==> config.mk <==
export PLATFORM = sky130hd
export DESIGN_NAME = mul_arbiter_flat
export DESIGN_NICKNAME = d
export VERILOG_FILES = /design/src/rtl/mul_arbiter_pkg.sv /design/src/rtl/mul_arbiter_if.sv /design/src/rtl/mul_arbiter_rr_picker.sv /design/src/rtl/multiplication.sv /design/src/rtl/mul_arbiter.sv /design/src/flat_wrapper.sv
export SDC_FILE = /design/constraint.sdc
export NUM_CORES = 2
export LEC_CHECK = 0
export CAP_MARGIN = 20
export CORE_UTILIZATION = 65
export CTS_CLUSTER_SIZE = 10
export DETAILED_ROUTE_END_ITERATION = 10
export HOLD_SLACK_MARGIN = 0.1
export PLACE_DENSITY_LB_ADDON = 0.3
export SYNTH_ARGS = -nofsm -noshare
export SYNTH_HDL_FRONTEND = slang
export SYNTH_SLANG_ARGS = --single-unit
export TNS_END_PERCENT = 20
==> constraint.sdc <==
create_clock -name clk -period 26.2 [get_ports clk]
set_clock_uncertainty 0.1 [all_clocks]
set_input_delay 5.24 -clock clk [delete_from_list [all_inputs] [get_ports clk]]
set_output_delay 5.24 -clock clk [all_outputs]
set_load 0.01 [all_outputs]
==> src/rtl/mul_arbiter_pkg.sv <==
// rtl/mul_arbiter_pkg.sv - shared widths and types for the multiplier arbiter
package mul_arbiter_pkg;

   // Default fixed-point format: Q16.16 in a 32-bit word
   localparam int WIDTH_DEF   = 32;
   localparam int Q_BITS_DEF  = 16;
   localparam int NUM_REQ_DEF = 4;

   typedef logic [$clog2(NUM_REQ_DEF)-1:0] req_idx_t;
   typedef logic signed [WIDTH_DEF-1:0]     fix_t;

endpackage

==> src/rtl/mul_arbiter_if.sv <==
// rtl/mul_arbiter_if.sv - requester-side bundle of the shared multiplier arbiter
interface mul_arbiter_if
   import mul_arbiter_pkg::*;
#(
   parameter int NUM_REQ = NUM_REQ_DEF,
   parameter int WIDTH   = WIDTH_DEF
);

   logic [NUM_REQ-1:0]            req_valid;
   logic [NUM_REQ-1:0][WIDTH-1:0] req_a;
   logic [NUM_REQ-1:0][WIDTH-1:0] req_b;
   logic [NUM_REQ-1:0]            req_ready;
   logic [NUM_REQ-1:0]            resp_valid;
   logic [NUM_REQ-1:0][WIDTH-1:0] resp_result;
   logic [NUM_REQ-1:0]            resp_ready;
   logic                          idle;

   // Compute units drive operands and consume results
   modport master (
      output req_valid, req_a, req_b, resp_ready,
      input  req_ready, resp_valid, resp_result, idle
   );

   // The arbiter grants operands and returns results
   modport slave (
      input  req_valid, req_a, req_b, resp_ready,
      output req_ready, resp_valid, resp_result, idle
   );

endinterface

==> src/rtl/mul_arbiter_rr_picker.sv <==
// rtl/mul_arbiter_rr_picker.sv - round-robin one-hot picker starting at a pointer
module mul_arbiter_rr_picker #(
   parameter int N     = 4,
   parameter int IDX_W = 2
) (
   input  logic [N-1:0]     eligible_i,
   input  logic [IDX_W-1:0] ptr_i,
   output logic [N-1:0]     grant_o,
   output logic [IDX_W-1:0] idx_o,
   output logic             any_o
);

   // Scan offsets from far to near so the nearest eligible slot to ptr wins last
   always_comb begin
      int j;
      j       = 0;
      grant_o = '0;
      idx_o   = '0;
      any_o   = 1'b0;
      for (int off = N - 1; off >= 0; off--) begin
         j = int'(ptr_i) + off;
         if (j >= N) j = j - N;
         if (eligible_i[IDX_W'(j)]) begin
            grant_o                = '0;
            grant_o[IDX_W'(j)]     = 1'b1;
            idx_o                  = IDX_W'(j);
            any_o                  = 1'b1;
         end
      end
   end

endmodule

==> src/rtl/multiplication.sv <==
// rtl/multiplication.sv - one-cycle signed fixed-point multiplier, truncating and wrapping
module multiplication
   import mul_arbiter_pkg::*;
#(
   parameter int WIDTH  = WIDTH_DEF,
   parameter int Q_BITS = Q_BITS_DEF
) (
   input  logic             clk,
   input  logic             rst,
   input  logic             start_i,
   input  logic [WIDTH-1:0] a_i,
   input  logic [WIDTH-1:0] b_i,
   output logic [WIDTH-1:0] product_o,
   output logic             valid_o
);

   logic signed [2*WIDTH-1:0] full_prod;
   logic [WIDTH-1:0]          product_d;
   logic [WIDTH-1:0]          product_q;
   logic                      valid_q;

   // Sign-extend both operands so the low 2*WIDTH bits are the exact product
   assign full_prod = $signed({{WIDTH{a_i[WIDTH-1]}}, a_i}) *
                      $signed({{WIDTH{b_i[WIDTH-1]}}, b_i});
   assign product_d = WIDTH'(full_prod >>> Q_BITS);

   // Capture the Q-aligned product one edge after start
   always_ff @(posedge clk or posedge rst) begin
      if (rst) begin
         product_q <= '0;
         valid_q   <= 1'b0;
      end else begin
         valid_q <= start_i;
         if (start_i) product_q <= product_d;
      end
   end

   assign product_o = product_q;
   assign valid_o   = valid_q;

endmodule

==> src/rtl/mul_arbiter.sv <==
// rtl/mul_arbiter.sv - round-robin sharing of one multiplier among NUM_REQ requesters
module mul_arbiter
   import mul_arbiter_pkg::*;
#(
   parameter int NUM_REQ = NUM_REQ_DEF,
   parameter int WIDTH   = WIDTH_DEF,
   parameter int Q_BITS  = Q_BITS_DEF
) (
   input  logic        clk,
   input  logic        rst,
   mul_arbiter_if.slave bus
);

   localparam int IDX_W = $clog2(NUM_REQ);

   logic                          inflight_vld_q, inflight_vld_d;
   logic [IDX_W-1:0]              inflight_tag_q, inflight_tag_d;
   logic [IDX_W-1:0]              rr_ptr_q, rr_ptr_d;
   logic [NUM_REQ-1:0]            resp_valid_q, resp_valid_d;
   logic [NUM_REQ-1:0][WIDTH-1:0] resp_result_q, resp_result_d;

   logic [NUM_REQ-1:0]            eligible;
   logic [NUM_REQ-1:0]            grant;
   logic [IDX_W-1:0]              gnt_idx;
   logic                          gnt_any;
   logic [WIDTH-1:0]              mul_a, mul_b, mul_product;
   logic                          mul_valid;
   logic                          wb;

   // A requester may issue only if nothing of its own is in flight and its
   // holding slot is free or being drained this cycle; nothing is granted in reset
   always_comb begin
      eligible = '0;
      for (int i = 0; i < NUM_REQ; i++) begin
         eligible[i] = bus.req_valid[i]
                     & ~(inflight_vld_q && (inflight_tag_q == IDX_W'(i)))
                     & (~resp_valid_q[i] | bus.resp_ready[i]);
      end
      if (rst) eligible = '0;
   end

   mul_arbiter_rr_picker #(
      .N     (NUM_REQ),
      .IDX_W (IDX_W)
   ) u_picker (
      .eligible_i (eligible),
      .ptr_i      (rr_ptr_q),
      .grant_o    (grant),
      .idx_o      (gnt_idx),
      .any_o      (gnt_any)
   );

   assign mul_a = bus.req_a[gnt_idx];
   assign mul_b = bus.req_b[gnt_idx];

   multiplication #(
      .WIDTH  (WIDTH),
      .Q_BITS (Q_BITS)
   ) u_mul (
      .clk       (clk),
      .rst       (rst),
      .start_i   (gnt_any),
      .a_i       (mul_a),
      .b_i       (mul_b),
      .product_o (mul_product),
      .valid_o   (mul_valid)
   );

   // Multiplier output only counts when our own in-flight record agrees
   assign wb = inflight_vld_q & mul_valid;

   // Next state: issue bookkeeping, pointer advance, pop then writeback per slot
   always_comb begin
      inflight_vld_d = gnt_any;
      inflight_tag_d = inflight_tag_q;
      rr_ptr_d       = rr_ptr_q;
      resp_valid_d   = resp_valid_q;
      resp_result_d  = resp_result_q;
      if (gnt_any) begin
         inflight_tag_d = gnt_idx;
         rr_ptr_d       = (gnt_idx == IDX_W'(NUM_REQ - 1)) ? '0 : gnt_idx + 1'b1;
      end
      for (int i = 0; i < NUM_REQ; i++) begin
         if (resp_valid_q[i] && bus.resp_ready[i]) resp_valid_d[i] = 1'b0;
         if (wb && (inflight_tag_q == IDX_W'(i))) begin
            resp_valid_d[i]  = 1'b1;
            resp_result_d[i] = mul_product;
         end
      end
   end

   // State registers, cleared asynchronously so reset drops results at once
   always_ff @(posedge clk or posedge rst) begin
      if (rst) begin
         inflight_vld_q <= 1'b0;
         inflight_tag_q <= '0;
         rr_ptr_q       <= '0;
         resp_valid_q   <= '0;
         resp_result_q  <= '0;
      end else begin
         inflight_vld_q <= inflight_vld_d;
         inflight_tag_q <= inflight_tag_d;
         rr_ptr_q       <= rr_ptr_d;
         resp_valid_q   <= resp_valid_d;
         resp_result_q  <= resp_result_d;
      end
   end

   assign bus.req_ready   = grant;
   assign bus.resp_valid  = resp_valid_q;
   assign bus.resp_result = resp_result_q;
   assign bus.idle        = ~inflight_vld_q & ~(|resp_valid_q);

endmodule

==> src/flat_wrapper.sv <==
// flat-port wrapper written by rule: the top's interface ports become plain ports
module mul_arbiter_flat import mul_arbiter_pkg::*;
#(
   parameter int NUM_REQ = NUM_REQ_DEF,
   parameter int WIDTH   = WIDTH_DEF,
   parameter int Q_BITS  = Q_BITS_DEF
)
  (clk, rst, bus_req_valid, bus_req_a, bus_req_b, bus_resp_ready, bus_req_ready, bus_resp_valid, bus_resp_result, bus_idle);
  mul_arbiter_if #(.NUM_REQ(NUM_REQ), .WIDTH(WIDTH)) bus_i ();
  input  logic clk;
  input  logic rst;
  input wire logic [$bits(bus_i.req_valid)-1:0] bus_req_valid;
  input wire logic [$bits(bus_i.req_a)-1:0] bus_req_a;
  input wire logic [$bits(bus_i.req_b)-1:0] bus_req_b;
  input wire logic [$bits(bus_i.resp_ready)-1:0] bus_resp_ready;
  output wire logic [$bits(bus_i.req_ready)-1:0] bus_req_ready;
  output wire logic [$bits(bus_i.resp_valid)-1:0] bus_resp_valid;
  output wire logic [$bits(bus_i.resp_result)-1:0] bus_resp_result;
  output wire logic [$bits(bus_i.idle)-1:0] bus_idle;
  assign bus_i.req_valid = bus_req_valid;
  assign bus_i.req_a = bus_req_a;
  assign bus_i.req_b = bus_req_b;
  assign bus_i.resp_ready = bus_resp_ready;
  assign bus_req_ready = bus_i.req_ready;
  assign bus_resp_valid = bus_i.resp_valid;
  assign bus_resp_result = bus_i.resp_result;
  assign bus_idle = bus_i.idle;
  mul_arbiter #(.NUM_REQ(NUM_REQ), .WIDTH(WIDTH), .Q_BITS(Q_BITS)) u_core (.clk(clk), .rst(rst), .bus(bus_i));
endmodule
# After elaboration in Yosys (flattened, before gate mapping)
# Cells that the tools add are included.
totals:
  inputBits: 266
  elab_cells: 129
  output_inout_bits: 137
  register_bits: 169
op_classes:
  reduce_logical: 18
  bitwise: 23
  addsub: 8
  muxes: 50
  n_eq_ne: 4
  n_mul: 1
  order_cmp: 13
op_table:
  columns: ["cell", "count"]
  rows:
  - ["$bmux 32 s2", 2]
  - ["$mux 32", 2]
  - ["$mul 32x32->48", 1]
  - ["$mux 1", 24]
  - ["$mux 4", 5]
  - ["$mux 2", 9]
  - ["$lt 2x4->1 const B", 4]
  - ["$logic_and 1x1->1", 12]
  - ["$not 1->1", 10]
  - ["$and 1x1->1", 9]
  - ["$ge 3x3->1 const B", 3]
  - ["$bmux 1 s2", 4]
  - ["$demux 1 s2", 4]
  - ["$ge 2x1->1 const B", 4]
  - ["$reduce_bool 2->1", 4]
  - ["$sub 2x1->2 const B", 4]
  - ["$add 2x2->3 const B", 2]
  - ["$eq 2x2->1 const B", 3]
  - ["$or 1x1->1", 4]
  - ["$reduce_or 4->1", 1]
  - ["$add 2x1->3 const B", 1]
  - ["$ge 2x3->1 const B", 1]
  - ["$lt 2x3->1 const B", 1]
  - ["$add 2x1->2 const B", 1]
  - ["other kinds (2)", 2]

# Depth between registers and ports, before layout
depth:
  word_depth: 16
  mapped_depth: 48
  ltp_nobuf: 39

# Modules after synthesis
# Synthesis repeated with hierarchy kept, for this count alone.
hier_totals:
  hier_cells: 3625
  area_unflattened_um2: 37288.3
by_module_without_submodules:
  columns: ["mod", "seq_area_each_um2", "n_inst", "area_per_inst_um2", "cells_each"]
  rows:
  - ["multiplication", 825.8, 1, 29881.2, 3183]
  - ["mul_arbiter", 3428.3, 1, 6940.4, 388]
  - ["mul_arbiter_rr_picker", 0.0, 1, 466.7, 54]

# Worst setup path after synthesis
# OpenSTA, ideal clock, no wires.
synth_path:
  path_type: "in2reg"
  from: "in rst"
  to: "reg u_core.u_mul.product_q[31] (netlist: u_core.u_mul.product_o[31])"
  t_required_ns: 25.975
  slack_ns: 7.322
  setup_ns: 0.125
  stages: 43
  arrival_ns: 18.653
  path_buffers: 9
  cell_sequence: "clkbuf_1 > inv_1 > nand3_1 > o32ai_1 > nor3_1 > a221oi_2 > buf_4 > buf_6 > buf_6 > buf_6 > buf_2 > buf_2 > buf_4 > mux2i_1 > nand2_1 > nand2_1 > clkbuf_1 > nor2_1 > [7 not listed] > inv_1 > fa_1 > inv_1 > fa_1 > fa_1 > ha_1 > and3_1 > a31oi_1 > nand2_1 > nor3_1 > o41ai_1 > o21a_1 > a31o_2 > a21o_2 > a41oi_1 > o221ai_1 > xnor2_1 > mux2_2"
synth_via:
  elab_chain_cells: 11
  word_cells_on_any_way: 26
  classes_between: "mul: 1; mux: 25"
synth_rtl:
  columns: ["element", "line", "source"]
  rows:
  - ["from (decl)", "flat_wrapper.sv:11", "input logic rst;"]
  - ["$mux 4 (*)", "mul_arbiter.sv:39", "if (rst) eligible = '0;"]
  - ["$bmux 1 s2", "mul_arbiter_rr_picker.sv:23", "if (eligible_i[IDX_W'(j)]) begin"]
  - ["$mux 1 (implied by the code) (2 in series)", "mul_arbiter_rr_picker.sv:23", null]
  - ["$mux 2 (4 in series)", "mul_arbiter_rr_picker.sv:23", null]
  - ["$bmux 32 s2 (on tied branches)", "mul_arbiter.sv:53, mul_arbiter.sv:54", null]
  - ["$mux 32 (on tied branches)", "mul_arbiter.sv:53, mul_arbiter.sv:54", null]
  - ["$mul 32x32->48", "multiplication.sv:23", "assign full_prod = $signed({{WIDTH{a_i[WIDTH-1]}}, a_i}) *"]
  - ["to (signal assigned)", "multiplication.sv:34", "if (start_i) product_q <= product_d;"]
  - ["to (decl)", "multiplication.sv:19", "logic [WIDTH-1:0] product_q;"]
# Mark *: on every way between the ends. The rest lies on a longest branch, timed or not. The select of a mux whose other input is x is not followed.
# A chain may end at the register's enable or synchronous reset.

# Worst setup path in the final report
# Ends and elaborated chain as after synthesis.

==> qor.yml <==
yosys:
  ys_async_sr_fraction: 1.000
  syn_nets: 5322
  synth_edf_count: 0
  syn-mean-instance-area_um2: 9.122
  netlist_instances: 4047
  syn_area_um2: 36920
  synth.distinct_cells: 72
  seq_area_frac_synth: 0.1146
  synth-seq-cells: 169
  yosys_warnings: 0
  ys.flop_type: "dfrtp_1"
sta:
  period_needed_ns: 16.99
  hold_violations: 0
  tns_ns: 0
  maxSlewHeadroom: 0.1770
  rsz0062_at_grt: "false"
  maxClockFrequency_mhz: 58.84
  worst_pin_slew_ns: 1.232
  fin_crit_sh: 0.6486
  setup_violations: 0
  final-max-slew-violation-count: 0
global_routing:
  busiest_layer: "met2"
  antenna_found_initial: 11
  grt_max_degree: 129
  grt.total_usage: 0.4644
  grtUsageMet2: 0.6894
  grt_overflow_total: 0
  use_met1: 0.5398
  met3_usage: 0.1744
  grt_pass1_vias: 33370
  grt_pass1_wl_um: 194200
cts:
  cts_num_sinks: 169
  cts_tree: "done"
  clock-root-buffer: "clkbuf_16"
  clk_pin_slew_worst_paths_ns: 0.07
  postCtsSetupRepairBufs: 0
  numCtsBuffers: 17
  cts.path.max_buffers: 2
  h-tree-depth: 4
  cts_hold_buf: 0
  clkLatencyLatePin_ns: 0.45
  cts_resized: 0
floorplan:
  initial_core_util: 0.6636
  dieArea_um2: 57750
  row_count: 86
  design.core.area_um2: 55630
  io_pins: 403
  die-height_um: 240.3
  die_x_um: 240.3
cells_and_area:
  num-nets-final: 5617
  final_area_um2: 42400
  postLayoutCoreUtil: 0.7621
  drive_gt1_frac: 0.05373
  syn_to_final_growth_pct: 14.84
routing:
  viasPerCell: 6.049
  wl_per_cell_um: 24.85
  drc: 0
  drt-total-wl_um: 127200
  ant_nets: 0
  first_iter_violations: 3125
  drtPass1Iterations: 9
  vias: 30950
placement:
  placed_cell_area_um2: 41630
  portBuffers: 402
  hpwlAfterDp_um: 94920
  place_congestion: 1.027
critical_path:
  slowest_stage: "and2_1"
  reg2reg_to: "u_core.u_mul.product_o[31]$_DFFE_PP0P_"
  cp.required_ns: 26.43
  critPathKind: "primary input to flop"
  r2r_start: "u_core.rr_ptr_q[1]$_DFFE_PP0P_"
  rrSetupSlack_ns: 13.42
  timing.critical_path.slowest_cell_delay_ns: 0.90
  crit_top_cell: "fa_1"
  end_kind: "flop"
  critPathLaunchType: "primary input"
  crit_arrival_ns: 17.23
  worst-path-max-fanout: 128
  rr_worst_depth: 34
status:
  status: "complete, no violations"
hold_path:
  hold_class: "flop to flop"
  whs_path_depth: 2
  worstHoldStart: "u_core.bus.resp_result[61]$_DFFE_PP0P_"
  hold_path_end: "u_core.bus.resp_result[61]$_DFFE_PP0P_"
flow_run:
  maxCapViolations: 0
==> layout by cell type (no fill, tap or decap), types with 68 or more instances in the layout <==
cell type	synthesis	layout
fa_1	838	838
ha_1	171	171
nand2_1	757	757
dfrtp_1	169	169
clkdlybuf4s50_1	0	402
nor2_1	445	445
inv_1	836	835
a21oi_1	71	68
mux2_2	100	100
mux2i_1	153	146
==> sequential cells by signal, summed over array words and instances, names as in the netlist <==
signal	cells
u_core.bus.resp_valid	4
u_core.inflight_tag_q	2
u_core.bus.resp_result	128
u_core.u_mul.product_o	32
u_core.rr_ptr_q	2
u_core.inflight_vld_q	1
==> metal layers <==
layer  share of wire  vias up
li1                -    12520
met1            0.32    15050
met2            0.44     2504
met3            0.14      871
met4            0.10        8
met5         0.00063        -
==> cells in the mapped netlist (all sizes together), types with 5 or more instances <==
cell type	n	area, µm²
nand3	9	50.05
xnor2	55	481.7
nand4	12	75.07
dfrtp	169	4229
buf	43	239.0
nor2b	13	81.33
or2	5	31.28
mux2	100	1126
nor3	6	30.03
fa	838	16780
nand2b	10	62.56
a21oi	71	355.3
nand2	757	2841
nor2	445	1670
and3	12	75.07
inv	837	3142
a21o	21	158.9
clkbuf	150	563.0
o21ai	39	195.2
xor2	18	157.7
mux2i	157	1587
a31oi	5	31.28
a211oi	6	45.04
and2	34	212.7
o21bai	6	45.04
o21a	5	37.54
ha	171	2140
==> metrics by stage <==
stage | std cells | hold slack, ns | setup WS (ns)
floorplan | 4047 | 0.3871 | 7.322
global placement | 5067 | 0.3574 | 9.208
detailed placement | 5067 | 0.3619 | 8.940
CTS | 5099 | 0.3783 | 9.398
global route | 5108 | 0.3882 | 8.638
finish | 5116 | 0.3780 | 9.205
==> cell type report <==
type	instances	area [µm²]
multi-input combinational	2847	28810
clock inverter	15	210.2
clock buffer	17	425.4
inverter	838	3151
sequential	169	4229
antenna	13	32.53
timing repair buffer	469	4607
fill	3834	13230
tap	748	935.9
==> logic make-up after synthesis <==
logic type / after synthesis / share of synthesized area
xor+xnor: 74 / 0.01793
compound gates: 190 / 0.03233
flops: 169 / 0.1146
fa+ha+maj: 1009 / 0.5124
simple gates: 1317 / 0.1424
mux: 257 / 0.07348
buf+inv: 1031 / 0.1069
==> worst max-delay path by stage <==
| stage | startpoint | end | slack, ns | cells after the start |
|---|---|---|---|---|
| after global routing | rst | u_core.u_mul.product_o[31]$_DFFE_PP0P_ | 8.64 | 30 |
| final | rst | u_core.u_mul.product_o[31]$_DFFE_PP0P_ | 9.21 | 34 |
| after detailed placement | rst | u_core.u_mul.product_o[31]$_DFFE_PP0P_ | 8.94 | 36 |
| after global placement | rst | u_core.u_mul.product_o[31]$_DFFE_PP0P_ | 9.21 | 34 |
| after floorplan | rst | u_core.u_mul.product_o[31]$_DFFE_PP0P_ | 7.32 | 43 |
| after CTS | rst | u_core.u_mul.product_o[31]$_DFFE_PP0P_ | 9.40 | 36 |
==> worst max-delay path, delay by kind of cell <==
| family | cells | cell delay, ns |
|---|---|---|
| adder cells (fa/ha/maj) | 9 | 4.59 |
| AO/OA/AOI/OAI | 12 | 3.20 |
| AND/OR/NAND/NOR | 5 | 1.91 |
| buffers and inverters | 5 | 1.45 |
| multiplexers | 2 | 0.44 |
| XOR/XNOR | 1 | 0.16 |
Power is left out: the tool's default activity adds up to more than one toggle a clock period on the data nets, which glitch-free logic cannot reach.
